`src/rtl/ex_div_unit.sv`:
```
// ex_div_unit: multi-cycle restoring divider for the EX stage.
// Ports: clk, rst (async active-low), stall[5:0] (bit 4 = MEM held),
//   flush, start, signed_div, opdata1 (dividend), opdata2 (divisor)
//   -> stallreq_for_ex, ready, result = {remainder, quotient}.
// Define DIV_SIGNED_EN to honour signed_div; otherwise all ops are unsigned.
module ex_div_unit #(
  parameter int WIDTH = 32
) (
  input  logic               clk,
  input  logic               rst,
  input  logic [5:0]         stall,
  input  logic               flush,
  input  logic               start,
  input  logic               signed_div,
  input  logic [WIDTH-1:0]   opdata1,
  input  logic [WIDTH-1:0]   opdata2,
  output logic               stallreq_for_ex,
  output logic               ready,
  output logic [2*WIDTH-1:0] result
);

  localparam int CW = $clog2(WIDTH) + 1;

  typedef enum logic [1:0] {
    IDLE,
    BY_ZERO,
    ON,
    END
  } state_t;

  state_t             state_q, state_d;
  logic [CW-1:0]      cnt_q;
  logic [WIDTH-1:0]   dvs_q;
  logic [WIDTH-1:0]   rem_q;
  logic [WIDTH-1:0]   quo_q;
  logic [2*WIDTH-1:0] result_q;
  logic               neg_q_q;
  logic               neg_r_q;

  logic [WIDTH-1:0]   a_mag, b_mag;
  logic               a_neg, q_neg;
  logic [WIDTH:0]     trial;
  logic [WIDTH-1:0]   rem_nx, quo_nx;
  logic [WIDTH-1:0]   q_fix, r_fix;
  logic               last_step;
  logic               go;

`ifdef DIV_SIGNED_EN
  logic unused_ok;
  assign unused_ok = ^{stall[5], stall[3:0]};

  always_comb begin
    a_neg = signed_div & opdata1[WIDTH-1];
    q_neg = a_neg ^ (signed_div & opdata2[WIDTH-1]);
    a_mag = a_neg ? -opdata1 : opdata1;
    b_mag = (signed_div & opdata2[WIDTH-1]) ? -opdata2 : opdata2;
  end

  // Quotient sign = sign mismatch; remainder follows the dividend.
  assign q_fix = neg_q_q ? -quo_nx : quo_nx;
  assign r_fix = neg_r_q ? -rem_nx : rem_nx;
`else
  logic unused_ok;
  assign unused_ok = ^{stall[5], stall[3:0], signed_div,
                       neg_q_q, neg_r_q};

  always_comb begin
    a_neg = 1'b0;
    q_neg = 1'b0;
    a_mag = opdata1;
    b_mag = opdata2;
  end

  assign q_fix = quo_nx;
  assign r_fix = rem_nx;
`endif

  // Remainder stays below the divisor, so {rem, next bit} fits WIDTH+1
  // and the top bit of the difference is the borrow.
  assign trial  = {rem_q, quo_q[WIDTH-1]} - {1'b0, dvs_q};
  assign rem_nx = trial[WIDTH] ? {rem_q[WIDTH-2:0], quo_q[WIDTH-1]}
                               : trial[WIDTH-1:0];
  assign quo_nx = {quo_q[WIDTH-2:0], ~trial[WIDTH]};

  assign last_step = (cnt_q == CW'(WIDTH - 1));
  assign go        = start & ~flush;

  always_ff @(posedge clk or negedge rst) begin
    if (!rst) state_q <= IDLE;
    else      state_q <= state_d;
  end

  always_comb begin
    state_d = state_q;
    if (flush) begin
      state_d = IDLE;
    end else begin
      unique case (state_q)
        IDLE: begin
          if (start)
            state_d = (opdata2 == '0) ? BY_ZERO : ON;
        end
        BY_ZERO: state_d = END;
        ON: begin
          if (last_step) state_d = END;
        end
        END: begin
          if (!stall[4]) state_d = IDLE;
        end
        default: state_d = IDLE;
      endcase
    end
  end

  always_ff @(posedge clk or negedge rst) begin
    if (!rst) begin
      cnt_q    <= '0;
      dvs_q    <= '0;
      rem_q    <= '0;
      quo_q    <= '0;
      neg_q_q  <= 1'b0;
      neg_r_q  <= 1'b0;
      result_q <= '0;
    end else if (flush) begin
      cnt_q    <= '0;
      dvs_q    <= '0;
      rem_q    <= '0;
      quo_q    <= '0;
      neg_q_q  <= 1'b0;
      neg_r_q  <= 1'b0;
      result_q <= '0;
    end else begin
      unique case (state_q)
        IDLE: begin
          result_q <= '0;
          if (go && opdata2 != '0) begin
            cnt_q   <= '0;
            dvs_q   <= b_mag;
            rem_q   <= '0;
            quo_q   <= a_mag;
            neg_q_q <= q_neg;
            neg_r_q <= a_neg;
          end
        end
        BY_ZERO: result_q <= '0;
        ON: begin
          rem_q <= rem_nx;
          quo_q <= quo_nx;
          cnt_q <= cnt_q + 1'b1;
          if (last_step) result_q <= {r_fix, q_fix};
        end
        END: begin
          if (!stall[4]) result_q <= '0;
        end
        default: result_q <= '0;
      endcase
    end
  end

  assign ready  = (state_q == END);
  assign result = (state_q == END) ? result_q : '0;

  assign stallreq_for_ex = rst & (((state_q == IDLE) & go) |
                                  (state_q == BY_ZERO) |
                                  (state_q == ON));

endmodule

```
`config.mk`:
```
export PLATFORM = sky130hd
export DESIGN_NAME = ex_div_unit
export DESIGN_NICKNAME = d
export VERILOG_FILES = /design/src/rtl/ex_div_unit.sv
export SDC_FILE = /design/constraint.sdc
export NUM_CORES = 1
export LEC_CHECK = 0
export BUFFER_PORTS_ARGS = -buffer_cell sky130_fd_sc_hd__buf_2
export CORE_ASPECT_RATIO = 0.6
export CORE_UTILIZATION = 40
export DETAILED_ROUTE_END_ITERATION = 8
export PLACE_DENSITY_LB_ADDON = 0.3
export SLEW_MARGIN = 30
export SYNTH_ARGS = -nofsm -noshare
export SYNTH_HDL_FRONTEND = slang
export SYNTH_SLANG_ARGS = --single-unit
```
`constraint.sdc`:
```
create_clock -name clk -period 5.9 [get_ports clk]
set_input_delay 0.885 -clock clk [delete_from_list [all_inputs] [get_ports clk]]
set_output_delay 0.885 -clock clk [all_outputs]
set_load 0.01 [all_outputs]
```
==> results.md <==
* Status: finished, final reports clean
* Area share of the largest cell type after synthesis at 0.445
* Share of synthesized registers carrying an async set or reset at 1.00
* Top cells by area, synth: sky130_fd_sc_hd__dfrtp_1 (44%), sky130_fd_sc_hd__nand2_1 (6.1%), sky130_fd_sc_hd__o21ai_0 (5.8%)
* Longest individual stage delay on the worst path at 0.60 ns
* Post-CTS sizing at 0
* Worst reg2reg endpoint: rem_q[29]
* Clock Pin Slew Worst Setup and Hold Paths at 0.07 ns
* RSZ-0062 raised after global routing: no
* Most congested layer reported by global routing: met1
* Top Family by Delay on Critical Path: compound AO/OA/AOI/OAI gates
* Worst reg-to-reg path cell count at 14
* Count of unresolved DRC violations after routing at 0
* Die Width at 200 um
* Core Util, Final at 0.479
* Ys Warns at 0
* Critical-path maximum fanout at 60
* Num rows at 43
* Via count at 7,930
* Post-synth top area cell: sky130_fd_sc_hd__dfrtp_1
* Setup TNS Final at 0 ns
* Leakage power at 5.43 nW
* Worst Max-Slew Pin Slew at 0.723 ns
* Post-synth net total at 1,172
* Hold_ws at 0.380 ns
* Storage element area at 0.00420 mm^2
* Standard cell with the maximum stage delay on the critical path: sky130_fd_sc_hd__or4b_2
* Syn_area_per_cell at 8.93 um^2
* FF-to-FF Start: quo_q[31]
* Number of iterations in the first detailed-routing pass at 5
* Number of clock buffers inserted by TritonCTS at 17
* Sort of element at the end of the critical path: flop
* Number of nets at the end of the flow at 1,270
* Count of buffers inserted at the top-level ports at 134
* Met1 capacity usage during global routing at 0.320
* Cell count after synthesis at 1,059
* CP Buf/Inv Count at 3
* Largest net degree at the start of global routing at 122
* Final critical-path required period at 4.21 ns
* Final count of negative-setup-slack endpoints at 0
* Count of antenna diodes in the layout at 0
* Number of buffers inserted by post-CTS setup repair at 0
* Areal power density over the cells at 694 mW/mm^2
* Met3 track utilization from global routing at 0.0491
* Slew Limit Fails at 0
* Met2 usage at 0.317
* Depth of the CTS H-tree at 4
* Number of hold-repair buffers added at the cts stage at 0
* Class of the most critical setup path: reg -> reg
* Req. time, crit path at 6.27 ns
* Global-route usage over all layers at 0.215
* Vert. Die Dim at 121 um
* Number of top-level design ports at 141
* Max-cap violation count at 0
* Maximum achievable frequency at 0.238 GHz
* Series of cell instances along the critical path: inv_1 > ha_1 > inv_1 > fa_1 > a211oi_2 > nor2_1 > o31ai_2 > a21oi_1 > o2111ai_1 > or4b_2 > buf_4 > or4_4 > o211ai_2 > a22o_1
* Primary flip-flop cell chosen by synthesis mapping: sky130_fd_sc_hd__dfrtp_1
* Area of the die at 0.0243 mm^2
* Mapped Area at 0.00945 mm^2
* Via count of the first global-routing pass at 7,618
* Count of nets left with antenna violations after detail routing at 0
* Core footprint at 0.0231 mm^2
* Final clock period utilization by the worst path at 0.713
* Number of antenna violations at the first check in global routing at 0
* Starting DRC count in detailed routing at 467
* Most frequently used cell type in the post-synthesis netlist: sky130_fd_sc_hd__dfrtp_1
* Worst-case headroom to the max-slew limit at 0.518
* Synth cell count leaders: sky130_fd_sc_hd__dfrtp_1 (168), sky130_fd_sc_hd__nand2_1 (153), sky130_fd_sc_hd__o21ai_0 (110)
* TritonCTS clock tree: done
* Maximum root-to-sink buffer count at 2
* Category of the worst setup path launch point: flop
* Global-route wire length before repair at 41,100 um
* Class of the most critical hold timing path: in -> async
* Post-route clock skew at 0.00763 ns
* Peak supply drop at 0.637 mV
* Critical path data arrival time at 4.57 ns
* Detailed Route WL at 25,100 um
* Root cell of the clock tree: sky130_fd_sc_hd__clkbuf_16
* Sequential share of the synthesized area at 0.445
* Fill cell instance count of the final layout at 2,279
* Ratio of cells with drive above 1 in the final layout at 0.169
* Routability congestion estimate from global placement at 0.909
* Post-detailed-route wirelength per cell at 16.9 um
* Starting utilization of the core area at 0.409
* Area occupied by multi-input gates at 0.00487 mm^2
* Final-report hold violation count at 0
* Library cell appearing most often on the critical path: sky130_fd_sc_hd__inv_1
* Area added between synthesis and finish at 17.2%
* Via-to-Cell Ratio at 5.34
* Number of synthesized flops with an enable pin at 0
* Sum of overflow across all layers after global routing at 0
* Detailed placer's ending HPWL at 17,500 um
* Count of unique library cells instantiated by Yosys at 52
* Yosys reg bits at 168
* Clock Latency Late Sink at 0.43 ns
* Register-to-register setup slack at 1.69 ns
* TritonCTS Sinks at 168
[per-layer routing]
layer | part of all wire | wire length (um)
met1 | 0.52 | 13200
met2 | 0.42 | 10600
met3 | 0.047 | 1190
met4 | 0.0066 | 167
met5 | 0 | 0
[how the worst max path moves through the flow]
stage                         to  cells past startpoint  slack, ns   startpoint
global route        result_q[61]                     14       1.46    quo_q[31]
global placement        cnt_q[5]                     10       1.73  opdata2[30]
finish                 rem_q[29]                     14       1.69    quo_q[31]
floorplan              rem_q[29]                     14       2.66    quo_q[31]
CTS                    rem_q[29]                     14       1.72    quo_q[31]
detailed placement      cnt_q[5]                     10       1.71  opdata2[30]
[metrics by stage]
step / worst slack, ns / std cells / power [mW] / area, um^2
finish: 1.69 / 1485 / 7.69 / 11100
global placement: 1.73 / 1453 / 6.35 / 10400
CTS: 1.72 / 1485 / 7.70 / 11100
floorplan: 2.66 / 1059 / 5.31 / 9450
detailed placement: 1.71 / 1453 / 6.39 / 10400
global route: 1.46 / 1485 / 8.38 / 11100
[cells in the final DEF (no fill, tap or decap), types with 3 or more instances in the layout]
| cell | Yosys | final |
|---|---|---|
| sky130_fd_sc_hd__a21oi_1 | 48 | 46 |
| sky130_fd_sc_hd__o21bai_1 | 5 | 5 |
| sky130_fd_sc_hd__buf_2 | 6 | 133 |
| sky130_fd_sc_hd__nor3_1 | 13 | 13 |
| sky130_fd_sc_hd__nor2_1 | 79 | 76 |
| sky130_fd_sc_hd__o31ai_1 | 10 | 10 |
| sky130_fd_sc_hd__dfrtp_1 | 168 | 168 |
| sky130_fd_sc_hd__o211ai_1 | 3 | 3 |
| sky130_fd_sc_hd__o21a_1 | 7 | 7 |
| sky130_fd_sc_hd__nand2_1 | 153 | 153 |
| sky130_fd_sc_hd__a21o_1 | 19 | 19 |
| sky130_fd_sc_hd__mux2i_1 | 41 | 41 |
| sky130_fd_sc_hd__xnor2_1 | 14 | 14 |
| sky130_fd_sc_hd__xor2_1 | 12 | 12 |
| sky130_fd_sc_hd__buf_4 | 0 | 12 |
| sky130_fd_sc_hd__ha_1 | 37 | 35 |
| sky130_fd_sc_hd__and2_1 | 67 | 67 |
| sky130_fd_sc_hd__nand2b_1 | 9 | 8 |
| sky130_fd_sc_hd__nor4_1 | 11 | 11 |
| sky130_fd_sc_hd__nand3_1 | 13 | 13 |
| sky130_fd_sc_hd__o21ai_0 | 110 | 110 |
| sky130_fd_sc_hd__a22o_1 | 43 | 43 |
| sky130_fd_sc_hd__clkbuf_8 | 0 | 3 |
| sky130_fd_sc_hd__inv_1 | 44 | 44 |
| sky130_fd_sc_hd__a211oi_1 | 36 | 36 |
| sky130_fd_sc_hd__nor2_2 | 0 | 3 |
| sky130_fd_sc_hd__clkbuf_16 | 0 | 17 |
| sky130_fd_sc_hd__nand4_1 | 8 | 8 |
| sky130_fd_sc_hd__bufinv_16 | 0 | 5 |
[registers in the layout (all words and copies together), names as in the netlist]
| name | count |
|---|---|
| rem_q | 32 |
| result_q | 64 |
| cnt_q | 6 |
| quo_q | 32 |
| state_q | 2 |
| dvs_q | 32 |
[cells by family after synthesis]
group / after synthesis / synth area share
DFF: 168 / 0.445
xor gates and xnor gates: 26 / 0.0241
muxes: 43 / 0.0458
buffers and inverters: 112 / 0.0453
adders and majority gates: 38 / 0.0511
and+or+nand+nor: 367 / 0.179
AOI/OAI and AO/OA: 305 / 0.210
[power breakdown]
part | leakage, nW | internal (mW) | switching, mW | total [mW]
clock | 0.320 | 0.786 | 0.470 | 1.26
sequential | 2.29 | 1.50 | 0.262 | 1.76
combinational | 2.81 | 1.78 | 2.89 | 4.67
[final cells by class]
cell class	instances	area share
timing repair buffer	147	0.0710
tap	315	0.0356
clock inverter	11	0.0174
multi-input combinational	779	0.439
inverter	44	0.0149
clock buffer	21	0.0425
sequential	168	0.379
No activity file was read; power rests on OpenSTA's default activity.
